## src/rtl/rv32im_decode_pipe.sv

```systemverilog
// RV32I/M decode stage: valid/ready skid-free pipe register plus a speculative
// circular return-address stack that predicts JALR return targets.
module rv32im_decode_pipe #(
   parameter int unsigned XLEN      = 32,
   parameter int unsigned ILEN      = 32,
   parameter int unsigned REG_BITS  = 5,
   parameter int unsigned RAS_DEPTH = 4,
   parameter bit          ENABLE_M  = 1'b1
) (
   input  logic                       clk_i,
   input  logic                       rst_ni,
   input  logic                       flush_i,
   input  logic                       ras_clear_i,
   input  logic                       in_valid_i,
   output logic                       in_ready_o,
   input  logic [ILEN-1:0]            instruction_i,
   input  logic [XLEN-1:0]            pc_i,
   output logic                       out_valid_o,
   input  logic                       out_ready_i,
   output logic [REG_BITS-1:0]        rs1_addr_o,
   output logic [REG_BITS-1:0]        rs2_addr_o,
   output logic [REG_BITS-1:0]        rd_addr_o,
   output logic [XLEN-1:0]            immediate_o,
   output logic                       immediate_valid_o,
   output logic [3:0]                 alu_operation_o,
   output logic [2:0]                 word_size_o,
   output logic [2:0]                 stage4_path_o,
   output logic                       memory_write_o,
   output logic                       branch_o,
   output logic                       jal_o,
   output logic                       jalr_o,
   output logic                       mret_o,
   output logic [2:0]                 branch_condition_o,
   output logic [XLEN-1:0]            jal_target_o,
   output logic [XLEN-1:0]            link_data_o,
   output logic                       ras_predict_valid_o,
   output logic [XLEN-1:0]            ras_predict_o,
   output logic [$clog2(RAS_DEPTH):0] ras_count_o,
   output logic                       illegal_o
);

   localparam int unsigned PTR_W = $clog2(RAS_DEPTH);
   localparam int unsigned CNT_W = PTR_W + 1;

   localparam logic [4:0] OP_LOAD   = 5'b00000;
   localparam logic [4:0] OP_FENCE  = 5'b00011;
   localparam logic [4:0] OP_IMM    = 5'b00100;
   localparam logic [4:0] OP_AUIPC  = 5'b00101;
   localparam logic [4:0] OP_STORE  = 5'b01000;
   localparam logic [4:0] OP_OP     = 5'b01100;
   localparam logic [4:0] OP_LUI    = 5'b01101;
   localparam logic [4:0] OP_BRANCH = 5'b11000;
   localparam logic [4:0] OP_JALR   = 5'b11001;
   localparam logic [4:0] OP_JAL    = 5'b11011;
   localparam logic [4:0] OP_SYSTEM = 5'b11100;

   localparam logic [2:0] PATH_ALU = 3'b001;
   localparam logic [2:0] PATH_MEM = 3'b010;
   localparam logic [2:0] PATH_MUL = 3'b100;

   localparam logic [31:0] MRET_WORD = 32'h3020_0073;

   typedef struct packed {
      logic [REG_BITS-1:0] rs1;
      logic [REG_BITS-1:0] rs2;
      logic [REG_BITS-1:0] rd;
      logic [XLEN-1:0]     imm;
      logic                imm_valid;
      logic [3:0]          alu_op;
      logic [2:0]          word_size;
      logic [2:0]          path;
      logic                mem_write;
      logic                branch;
      logic                jal;
      logic                jalr;
      logic                mret;
      logic [2:0]          br_cond;
      logic [XLEN-1:0]     jal_target;
      logic [XLEN-1:0]     link;
      logic                pred_valid;
      logic [XLEN-1:0]     pred;
      logic                illegal;
   } dec_t;

   logic [31:0]        ins;
   logic [4:0]         opcode;
   logic [2:0]         f3;
   logic [4:0]         rd_f;
   logic [4:0]         rs1_f;
   logic [4:0]         rs2_f;
   logic signed [31:0] imm_i;
   logic signed [31:0] imm_s;
   logic signed [31:0] imm_b;
   logic signed [31:0] imm_u;
   logic signed [31:0] imm_j;
   logic [XLEN-1:0]    link_c;
   logic               rd_link;
   logic               rs1_link;

   dec_t               d;
   dec_t               q;
   logic               legal;
   logic               ras_push;
   logic               ras_pop;
   logic               accept;
   logic               acc_ok;

   logic [XLEN-1:0]    ras_mem [RAS_DEPTH];
   logic [PTR_W-1:0]   ras_ptr;
   logic [PTR_W-1:0]   top_idx;
   logic [CNT_W-1:0]   ras_cnt;

   assign ins      = instruction_i[31:0];
   assign opcode   = ins[6:2];
   assign f3       = ins[14:12];
   assign rd_f     = ins[11:7];
   assign rs1_f    = ins[19:15];
   assign rs2_f    = ins[24:20];
   assign imm_i    = {{20{ins[31]}}, ins[31:20]};
   assign imm_s    = {{20{ins[31]}}, ins[31:25], ins[11:7]};
   assign imm_b    = {{19{ins[31]}}, ins[31], ins[7], ins[30:25], ins[11:8], 1'b0};
   assign imm_u    = {ins[31:12], 12'b0};
   assign imm_j    = {{11{ins[31]}}, ins[31], ins[19:12], ins[20], ins[30:21], 1'b0};
   assign link_c   = pc_i + XLEN'(4);
   assign rd_link  = (rd_f == 5'd1) || (rd_f == 5'd5);
   assign rs1_link = (rs1_f == 5'd1) || (rs1_f == 5'd5);
   assign top_idx  = ras_ptr - PTR_W'(1);

   assign in_ready_o = ~out_valid_o | out_ready_i;
   assign accept     = in_valid_i & in_ready_o;
   assign acc_ok     = accept & ~flush_i;

   // Field decode, illegal squash to NOP, RAS action and prediction lookup.
   always_comb begin
      d        = '0;
      d.path   = PATH_ALU;
      legal    = 1'b1;
      ras_push = 1'b0;
      ras_pop  = 1'b0;
      case (opcode)
         OP_LUI: begin
            d.rd        = REG_BITS'(rd_f);
            d.imm       = XLEN'(imm_u);
            d.imm_valid = 1'b1;
         end
         OP_AUIPC: begin
            d.rd        = REG_BITS'(rd_f);
            d.imm       = pc_i + XLEN'(imm_u);
            d.imm_valid = 1'b1;
         end
         OP_JAL: begin
            d.rd         = REG_BITS'(rd_f);
            d.imm        = XLEN'(imm_j);
            d.imm_valid  = 1'b1;
            d.jal        = 1'b1;
            d.jal_target = pc_i + XLEN'(imm_j);
            d.link       = link_c;
         end
         OP_JALR: begin
            d.rd        = REG_BITS'(rd_f);
            d.rs1       = REG_BITS'(rs1_f);
            d.imm       = XLEN'(imm_i);
            d.imm_valid = 1'b1;
            d.jalr      = 1'b1;
            d.link      = link_c;
         end
         OP_BRANCH: begin
            d.rs1     = REG_BITS'(rs1_f);
            d.rs2     = REG_BITS'(rs2_f);
            d.imm     = XLEN'(imm_b);
            d.branch  = 1'b1;
            d.br_cond = f3;
         end
         OP_LOAD: begin
            d.rd        = REG_BITS'(rd_f);
            d.rs1       = REG_BITS'(rs1_f);
            d.imm       = XLEN'(imm_i);
            d.imm_valid = 1'b1;
            d.word_size = f3;
            d.path      = PATH_MEM;
         end
         OP_STORE: begin
            d.rs1       = REG_BITS'(rs1_f);
            d.rs2       = REG_BITS'(rs2_f);
            d.imm       = XLEN'(imm_s);
            d.imm_valid = 1'b1;
            d.mem_write = 1'b1;
            d.word_size = f3;
            d.path      = PATH_MEM;
         end
         OP_IMM: begin
            d.rd        = REG_BITS'(rd_f);
            d.rs1       = REG_BITS'(rs1_f);
            d.imm       = XLEN'(imm_i);
            d.imm_valid = 1'b1;
            // only shifts carry a funct7 qualifier; elsewhere bit 30 is immediate
            d.alu_op    = {(f3 == 3'b101) & ins[30], f3};
         end
         OP_OP: begin
            d.rd     = REG_BITS'(rd_f);
            d.rs1    = REG_BITS'(rs1_f);
            d.rs2    = REG_BITS'(rs2_f);
            d.alu_op = {ins[30], f3};
            if (ins[25]) begin
               if (ENABLE_M) d.path = PATH_MUL;
               else          legal  = 1'b0;
            end
         end
         OP_FENCE: ;
         OP_SYSTEM: d.mret = (ins == MRET_WORD);
         default: legal = 1'b0;
      endcase
      if (ins[1:0] != 2'b11) legal = 1'b0;
      if (!legal) begin
         d         = '0;
         d.path    = PATH_ALU;
         d.illegal = 1'b1;
      end
      if (d.jal) ras_push = rd_link;
      if (d.jalr) begin
         ras_push = rd_link;
         ras_pop  = rs1_link & ~(rd_link & (rd_f == rs1_f));
      end
      d.pred_valid = ras_pop & (ras_cnt != '0);
      d.pred       = d.pred_valid ? ras_mem[top_idx] : '0;
   end

   // Circular RAS; a push when full lands on the oldest slot.
   always_ff @(posedge clk_i or negedge rst_ni) begin
      if (!rst_ni) begin
         ras_ptr <= '0;
         ras_cnt <= '0;
         for (int unsigned i = 0; i < RAS_DEPTH; i++) ras_mem[i] <= '0;
      end else if (ras_clear_i) begin
         ras_ptr <= '0;
         ras_cnt <= '0;
      end else if (acc_ok) begin
         if (d.pred_valid && ras_push) begin
            ras_mem[top_idx] <= link_c;
         end else if (ras_push) begin
            ras_mem[ras_ptr] <= link_c;
            ras_ptr          <= ras_ptr + PTR_W'(1);
            ras_cnt          <= (ras_cnt == CNT_W'(RAS_DEPTH)) ? ras_cnt : ras_cnt + CNT_W'(1);
         end else if (d.pred_valid) begin
            ras_ptr <= top_idx;
            ras_cnt <= ras_cnt - CNT_W'(1);
         end
      end
   end

   // Output pipe register; a flushed accept is dropped entirely.
   always_ff @(posedge clk_i or negedge rst_ni) begin
      if (!rst_ni) begin
         out_valid_o <= 1'b0;
         q           <= '0;
      end else begin
         if (flush_i)          out_valid_o <= 1'b0;
         else if (accept)      out_valid_o <= 1'b1;
         else if (out_ready_i) out_valid_o <= 1'b0;
         if (acc_ok) q <= d;
      end
   end

   assign rs1_addr_o          = q.rs1;
   assign rs2_addr_o          = q.rs2;
   assign rd_addr_o           = q.rd;
   assign immediate_o         = q.imm;
   assign immediate_valid_o   = q.imm_valid;
   assign alu_operation_o     = q.alu_op;
   assign word_size_o         = q.word_size;
   assign stage4_path_o       = q.path;
   assign memory_write_o      = q.mem_write;
   assign branch_o            = q.branch;
   assign jal_o               = q.jal;
   assign jalr_o              = q.jalr;
   assign mret_o              = q.mret;
   assign branch_condition_o  = q.br_cond;
   assign jal_target_o        = q.jal_target;
   assign link_data_o         = q.link;
   assign ras_predict_valid_o = q.pred_valid;
   assign ras_predict_o       = q.pred;
   assign illegal_o           = q.illegal;
   assign ras_count_o         = ras_cnt;

endmodule

```

## config.mk

```make
export PLATFORM = sky130hd
export DESIGN_NAME = rv32im_decode_pipe
export DESIGN_NICKNAME = d
export VERILOG_FILES = /design/src/rtl/rv32im_decode_pipe.sv
export SDC_FILE = /design/constraint.sdc
export NUM_CORES = 1
export LEC_CHECK = 0
export ABC_AREA = 1
export BUFFER_PORTS_ARGS = -buffer_cell sky130_fd_sc_hd__buf_2
export CORE_MARGIN = 2
export CORE_UTILIZATION = 35
export DETAILED_ROUTE_END_ITERATION = 8
export GPL_TIMING_DRIVEN = 0
export HOLD_SLACK_MARGIN = 0.08
export PLACE_DENSITY_LB_ADDON = 0.3
export SKIP_LAST_GASP = 1
export SLEW_MARGIN = 10
export SYNTH_ARGS = -nofsm -noshare
export SYNTH_HDL_FRONTEND = slang
export SYNTH_SLANG_ARGS = --single-unit
```

## constraint.sdc

```tcl
create_clock -name clk_i -period 5 [get_ports clk_i]
set_input_delay 0.75 -clock clk_i [delete_from_list [all_inputs] [get_ports clk_i]]
set_output_delay 0.75 -clock clk_i [all_outputs]
set_load 0.03 [all_outputs]
```

==> results of run 1 <==
-- power groups by stage --
stage               combinational (µW)  sequential, µW  clock (µW)
detailed placement                1010            2480           0
global route                      1120            2440        2770
CTS                               1010            2440        2660
finish                            1020            2440        2620
global placement                  1000            2480           0
floorplan                          553            2500           0
-- flip-flops by register name, indices dropped and copies added, names as in the netlist, 2 cells and up --
register / cells
word_size_o: 3
ras_ptr: 2
link_data_o: 32
immediate_o: 32
rd_addr_o: 5
branch_condition_o: 3
rs2_addr_o: 5
ras_predict_o: 32
rs1_addr_o: 5
jal_target_o: 32
ras_mem: 128
stage4_path_o: 3
ras_count_o: 3
alu_operation_o: 4
-- stage by stage --
stage | hold WS, ps | worst slack [ps] | instance area (µm²) | total power (µW) | TNS [ps]
after floorplan | 454 | 2400 | 16100 | 3060 | 0
final | 113 | 1170 | 19300 | 6080 | 0
after global routing | 133 | 926 | 19300 | 6330 | 0
after detailed placement | 466 | 1120 | 18100 | 3490 | 0
after global placement | 461 | -2380 | 18000 | 3480 | -700240
after CTS | 118 | 1180 | 19300 | 6120 | 0
-- critical path: cells and delay by family (launching register included) --
| kind | cells | cell delay (ps) |
|---|---|---|
| compound gates | 3 | 630 |
| flops | 1 | 440 |
| buf+inv | 7 | 2210 |
| fa+ha+maj | 1 | 460 |
-- Yosys cell counts, drive strengths merged --
cell type / n
a211oi: 2
a21boi: 3
a21o: 5
a21oi: 72
a221oi: 2
a22o: 4
a22oi: 6
a31oi: 4
a32o: 13
and3: 4
buf: 29
clkbuf: 50
clkinv: 1
dfrtp: 298
fa: 3
ha: 48
inv: 169
nand2: 537
nand3: 57
nand3b: 7
nand4: 17
nor2: 179
nor3: 35
nor4: 13
o2111ai: 2
o211ai: 7
o21a: 1
o21ai: 374
o21bai: 3
o22ai: 38
o31ai: 1
or2: 6
xnor2: 20
xor2: 27
-- routing by layer --
layer / up-vias / track usage (%)
li1: 7374 / -
met1: 7692 / 34.8
met2: 518 / 44.0
met3: 114 / 4.57
met4: 0 / 9.14
met5: - / 0
-- final cells by class --
| class | instances | share of cell area [%] |
|---|---|---|
| clock inverter | 12 | 0.519 |
| inverter | 170 | 3.31 |
| buffer | 79 | 1.98 |
| multi-input combinational | 1490 | 39.4 |
| sequential | 298 | 38.6 |
| antenna | 2 | 0.0259 |
| tap | 600 | 3.89 |
| timing repair buffer | 241 | 6.65 |
| clock buffer | 53 | 5.58 |
-- path summary, 6_finish.rpt --
path,startpoint,endpoint,slack (ps)
worst min register to register,ras_predict_o[7],ras_predict_o[7],480
worst max register to register,ras_ptr[0],ras_predict_o[28],1170
min in group clk_i,flush_i,out_valid_o,370
worst max-delay path,ras_ptr[0],ras_predict_o[28],1170
worst min-delay path,rst_ni,ras_mem[7],110
max in group asynchronous,rst_ni,link_data_o[22],3660
-- kinds of logic (layout without fill, tap and decap cells) --
family / Yosys count / count (layout) / share of synthesized area, %
buf+inv: 249 / 555 / 6.35
fa+ha+maj: 51 / 51 / 4.11
compound gates: 537 / 537 / 18.2
other cells: 0 / 2 / 0
flops: 298 / 298 / 46.4
simple gates: 855 / 855 / 22.4
xor+xnor: 47 / 47 / 2.56
==> summary.txt, run 1 <==
Run status
  – Status: finished clean

Power
  – PD cells: 315 mW/mm²
  – Clock Power Share: 43.1%
  – Sequential group share of total power: 40.1%
  – Int Pwr: 4250 µW
  – Worst VDD drop: 0.000234 V
  – Switching part of the total: 30.1%
  – NetSw: 1830 µW
  – Static Leak: 0.00955 µW
  – Combinational Power Share: 16.8%

Yosys
  – Synth Cell Area: 0.0161 mm²
  – Avg Inst Size Synth: 7.90 µm²
  – Synth top area cells: dfrtp_1 (46%), nand2_1 (13%), o21ai_0 (7.4%)
  – Post-synth top area share: 46.4%
  – Yosys cell types: 49
  – Largest area contributor in the netlist: dfrtp_1
  – Post-synthesis net count: 2158
  – Post-synthesis sequential area ratio: 46.4%
  – Synth warnings: 0
  – #FFs+latches synth: 298
  – Cells after Synth: 2037

Cells and area
  – P&R area growth vs syn: 20.0%
  – Share of cells above drive strength 1: 15.6%
  – Net count, final: 2437
  – FILL cells: 4694
  – Cell Count, Final, Fillers Out: 2945
  – Reg area: 0.00746 mm²
  – Commonest non-fill, non-tap cell in the layout: nand2_1
  – Area of the multi-input gates: 0.00761 mm²
  – Commonest non-fill, non-tap cells in the layout: nand2_1 (536), dfrtp_1 (298), buf_2 (252), o21ai_0 (239), nor2_1 (171)
  – Util after Layout: 42.5%

Worst setup path
  – Crit path largest cell delay: 640 ps
  – Arr. time, crit path: 4300 ps
  – Worst setup path class: register to register
  – Required @ worst endpoint: 5470 ps
  – CP cell instances: clkbuf_1 -> inv_1 -> clkbuf_1 -> clkbuf_1 -> ha_1 -> inv_1 -> clkbuf_1 -> o21ai_0 -> o22ai_1 -> inv_1 -> o21ai_0
  – CP max FO: 12
  – Critical Path End Type: register
  – R2R cell count: 11
  – Startpoint Class: register
  – Worst-path cell with the longest stage delay: clkbuf_1
  – Most used cell along the critical path: clkbuf_1

Detailed routing
  – Top sig layer: met4
  – WL met3: 3560 µm
  – Pre-antenna DRT Iters: 5
  – Post-route ant nets: 0
  – Wire per inst: 21.4 µm
  – DR vias/cell: 5.33
  – Final wirelength: 62900 µm
  – Met1 Wirelength: 27200 µm
  – DR iter-0 viols: 1147
  – Via count: 15.7k
  – Drt drc: 0
  – WL met2: 30000 µm

Floorplan
  – Starting density of the core: 35.4%
  – Core box area: 0.0454 mm²
  – Rows: 78
  – DIE HEIGHT: 218 µm
  – Ports: 239
  – Die W: 218 µm
  – Area of the die: 0.0477 mm²

Clocking
  – Setup Buffers After CTS: 0
  – Sink Count: 298
  – Root Buffer: clkbuf_16
  – Register clock-pin slew on the reported worst setup and hold paths: 60 ps
  – Worst-skew pair later-pin latency: 560 ps
  – Cts repair resizes: 0
  – Hold buffers post-CTS: 0
  – Inserted Clock Buffers: 36
  – # H-tree levels: 2
  – Clock Tree Buf Depth: 3
  – TritonCTS clock tree: done

Global routing
  – Vias in the first global route: 15.4k
  – First-pass GRT wire length: 94900 µm
  – Congestion Overflow GR: 0
  – Largest net degree at the start of global routing: 106
  – Total track usage: 26.5%
  – Initial antenna violation count: 2

Flow run
  – Max-Cap Viols: 0

Placed design
  – Post-DP HPWL: 49000 µm
  – Gpl congestion: 0.986
  – Port bufs: 238
  – DP Cell Count: 2878

STA
  – Final Cycle Share: 76.6%
  – Fmax achieved: 0.261 GHz
  – Max Clock Skew: 14.0 ps
  – Final setup viols: 0
  – Final Critical Period: 3830 ps
  – RSZ-0062 raised after global routing: no
  – Final hold vios: 0
  – Worst slew pin tran: 1150 ps
  – Slew Limit Headroom: 23.2%
  – Final slew viol count: 0

Hold path
  – HP Class: primary input to asynchronous set/reset pin
Note: power is estimated with default switching activity, not from simulation.
==> run 2, diff against run 1 <==
--- a/config.mk
+++ b/config.mk
@@ -5,7 +5,7 @@
 export SDC_FILE = /design/constraint.sdc
 export NUM_CORES = 1
 export LEC_CHECK = 0
-export ABC_AREA = 1
+export ABC_AREA = 0
 export BUFFER_PORTS_ARGS = -buffer_cell sky130_fd_sc_hd__buf_2
 export CORE_MARGIN = 2
 export CORE_UTILIZATION = 35
==> constraint.sdc (replaced) <==
create_clock -name clk_i -period 3.9 [get_ports clk_i]
set_input_delay 0.585 -clock clk_i [delete_from_list [all_inputs] [get_ports clk_i]]
set_output_delay 0.585 -clock clk_i [all_outputs]
set_load 0.03 [all_outputs]
==> run 2 against run 1 <==
Clock power increased by 19%. Cell count fell by 15%. Non-clock buffer count increased by 12. Highest routed layer is now met5. Sequential share of layout area is 1.3 points higher. Wire length fell by 12%. Maximum frequency up 6.7%.
==> summary.txt, run 2 <==
Hold path
  – HP Start: flush_i
  – HP Class: primary input to register
  – WHS Path Cells: 2
  – Worst Hold Path EP: out_valid_o

Cells and area
  – Util after Layout: 42.4%
  – Net count, final: 1997
  – Max FFs per register: 128
  – Share of cells above drive strength 1: 20.1%
  – P&R area growth vs syn: 20.1%
  – Area of the multi-input gates: 0.00745 mm²
  – Cell Count, Final, Fillers Out: 2493
  – Commonest non-fill, non-tap cells in the layout: nand2_1 (304), dfrtp_1 (298), buf_2 (255), o21ai_0 (255), clkbuf_1 (66)
  – FILL cells: 4347
  – Reg area: 0.00746 mm²
  – Commonest non-fill, non-tap cell in the layout: nand2_1
  – Post-route cell area: 0.0187 mm²
  – Most flop-heavy register: ras_mem

Yosys
  – Yosys cell types: 76
  – Synth top area cells: dfrtp_1 (48%), o21ai_0 (8.2%), nand2_1 (7.3%)
  – EDFF count, synth: 0
  – Post-synthesis net count: 1719
  – Post-synth top flop: dfrtp_1
  – Post-synthesis sequential area ratio: 48.0%
  – Async SR Flop Fraction: 100%
  – Cells after Synth: 1598
  – Post-synth top area share: 48.0%
  – Synth Cell Area: 0.0155 mm²
  – #FFs+latches synth: 298
  – Synth warnings: 0
  – Top-count cell post-synth: nand2_1
  – Avg Inst Size Synth: 9.72 µm²
  – Largest area contributor in the netlist: dfrtp_1
  – Commonest cells post-synth: nand2_1 (304), dfrtp_1 (298), o21ai_0 (255)

Worst setup path
  – Required @ worst endpoint: 4290 ps
  – Arr. time, crit path: 3990 ps
  – Critical path's top delay family: buffers and inverters
  – Critical Path End Type: register
  – Worst r2r src: ras_ptr[0]
  – Crit path buf inv count: 6
  – CP cell instances: clkbuf_1 -> clkdlybuf4s15_2 -> inv_1 -> ha_1 -> clkbuf_1 -> clkbuf_1 -> mux4_2 -> inv_1 -> o21ai_0
  – R2R cell count: 9
  – Worst setup path class: register to register
  – R2r setup slk: 310 ps
  – RR Endpoint: ras_predict_o[6]
  – CP max FO: 10
  – Most used cell along the critical path: clkbuf_1
  – Startpoint Class: register
  – Crit path largest cell delay: 570 ps
  – Worst-path cell with the longest stage delay: clkdlybuf4s15_2

Clocking
  – Sink Count: 298
  – TritonCTS clock tree: done
  – Worst-skew pair later-pin latency: 550 ps
  – Inserted Clock Buffers: 35
  – # H-tree levels: 2
  – Register clock-pin slew on the reported worst setup and hold paths: 60 ps
  – Root Buffer: clkbuf_16
  – Clock Tree Buf Depth: 3

STA
  – Final Cycle Share: 92.1%
  – Final setup viols: 0
  – Final WS setup: 307 ps
  – Slew Limit Headroom: 27.0%
  – RSZ-0062 raised after global routing: no
  – Max Clock Skew: 18.9 ps
  – Final Critical Period: 3590 ps
  – Fin Hold WS: 205 ps
  – Final slew viol count: 0
  – Final hold vios: 0
  – Worst slew pin tran: 1100 ps
  – Fmax achieved: 0.278 GHz

Floorplan
  – DIE HEIGHT: 215 µm
  – Starting density of the core: 35.3%
  – Die W: 215 µm
  – Area of the die: 0.0461 mm²
  – Ports: 239
  – Rows: 77
  – Core box area: 0.0440 mm²

Power
  – Static Leak: 0.00869 µW
  – PD cells: 383 mW/mm²
  – Worst VDD drop: 0.000257 V

Detailed routing
  – DR iter-0 viols: 1279
  – DR vias/cell: 5.54
  – Post-route ant nets: 0
  – Via count: 13.8k
  – Wire per inst: 22.2 µm
  – Final wirelength: 55300 µm
  – Pre-antenna DRT Iters: 6
  – Drt drc: 0

Global routing
  – Largest net degree at the start of global routing: 110
  – First-pass GRT wire length: 84300 µm
  – Initial antenna violation count: 5
  – Congestion Overflow GR: 0
  – Vias in the first global route: 13.5k
  – Total track usage: 23.8%

Placed design
  – Gpl congestion: 0.939
  – Area after DPL: 0.0176 mm²
  – DP Cell Count: 2430
  – Port bufs: 237
  – Setup slack at placement: -197 ps
  – Post-DP HPWL: 41400 µm

Flow run
  – Max-Cap Viols: 0

Run status
  – Status: finished clean
## run 2: cell count changes in the layout (fill, tap and decap cells not counted), sizes merged, moves of 25 or more
cell	delta
a22o	+26
inv	-114
mux4	+32
nand2	-233
nand3	-25
nor2	-118
o21ai	-119
o22ai	-37
## run 2: stage by stage
| step | setup TNS (ps) | power [µW] |
|---|---|---|
| 2_1_floorplan | 0 | 3660 |
| 3_3_place_gp | -988450 | 4040 |
| 3_5_place_dp | -1600 | 4050 |
| 4_1_cts | 0 | 7200 |
| 5_1_grt | 0 | 7400 |
| 6_report | 0 | 7140 |
## run 2: where the power goes
group	leakage [µW]	switching [µW]	internal [µW]
Combinational	0.00401	628	266
Sequential	0.00415	10.2	3110
Clock	0.000526	1310	1820
Total	0.00869	1950	5190
## run 2: cells by family (layout without fill, tap and decap cells)
kind of cell	after synthesis	in the layout	synth area share, %
xor gates and xnor gates	70	70	3.95
and+or+nand+nor	517	517	15.1
muxes	55	55	6.36
adders and majority gates	51	51	4.25
other	0	2	0
DFF	298	298	48.0
AOI/OAI and AO/OA	462	462	18.2
buffers and inverters	145	446	4.10
## run 2: how the worst max path moves through the flow
stage	start	end	slack [ps]	depth (start not counted)
after floorplan	ras_ptr[0]	ras_predict_o[22]	1070	9
after global placement	rst_ni	jal_target_o[13]	-3350	1
after detailed placement	ras_ptr[0]	ras_predict_o[22]	-200	9
after CTS	ras_ptr[0]	ras_predict_o[22]	140	9
after global routing	ras_ptr[0]	ras_predict_o[6]	60	9
final	ras_ptr[0]	ras_predict_o[6]	310	9
## run 2: cell type report
cell class | count | area share [%]
sequential | 298 | 40.0
tap | 592 | 3.97
antenna | 2 | 0.0268
inverter | 54 | 1.09
clock buffer | 55 | 5.53
timing repair buffer | 241 | 6.91
buffer | 91 | 2.37
clock inverter | 5 | 0.235
multi-input combinational | 1155 | 39.9
## run 2: repair_timing
item	4_1_cts	5_1_grt
endpoints found under the hold margin	41	0
buffers inserted	0	0
hold buffers	1	0
resized for setup	2	2
setup endpoints to repair	24	3
pin swaps	0	0
## run 2: routing by layer
layer	up-vias	global-route usage (%)	share of wire, %
li1	6273	-	-
met1	6837	31.8	42
met2	599	38.5	47
met3	96	5.21	8.1
met4	4	7.92	3.1
met5	-	0	0.054
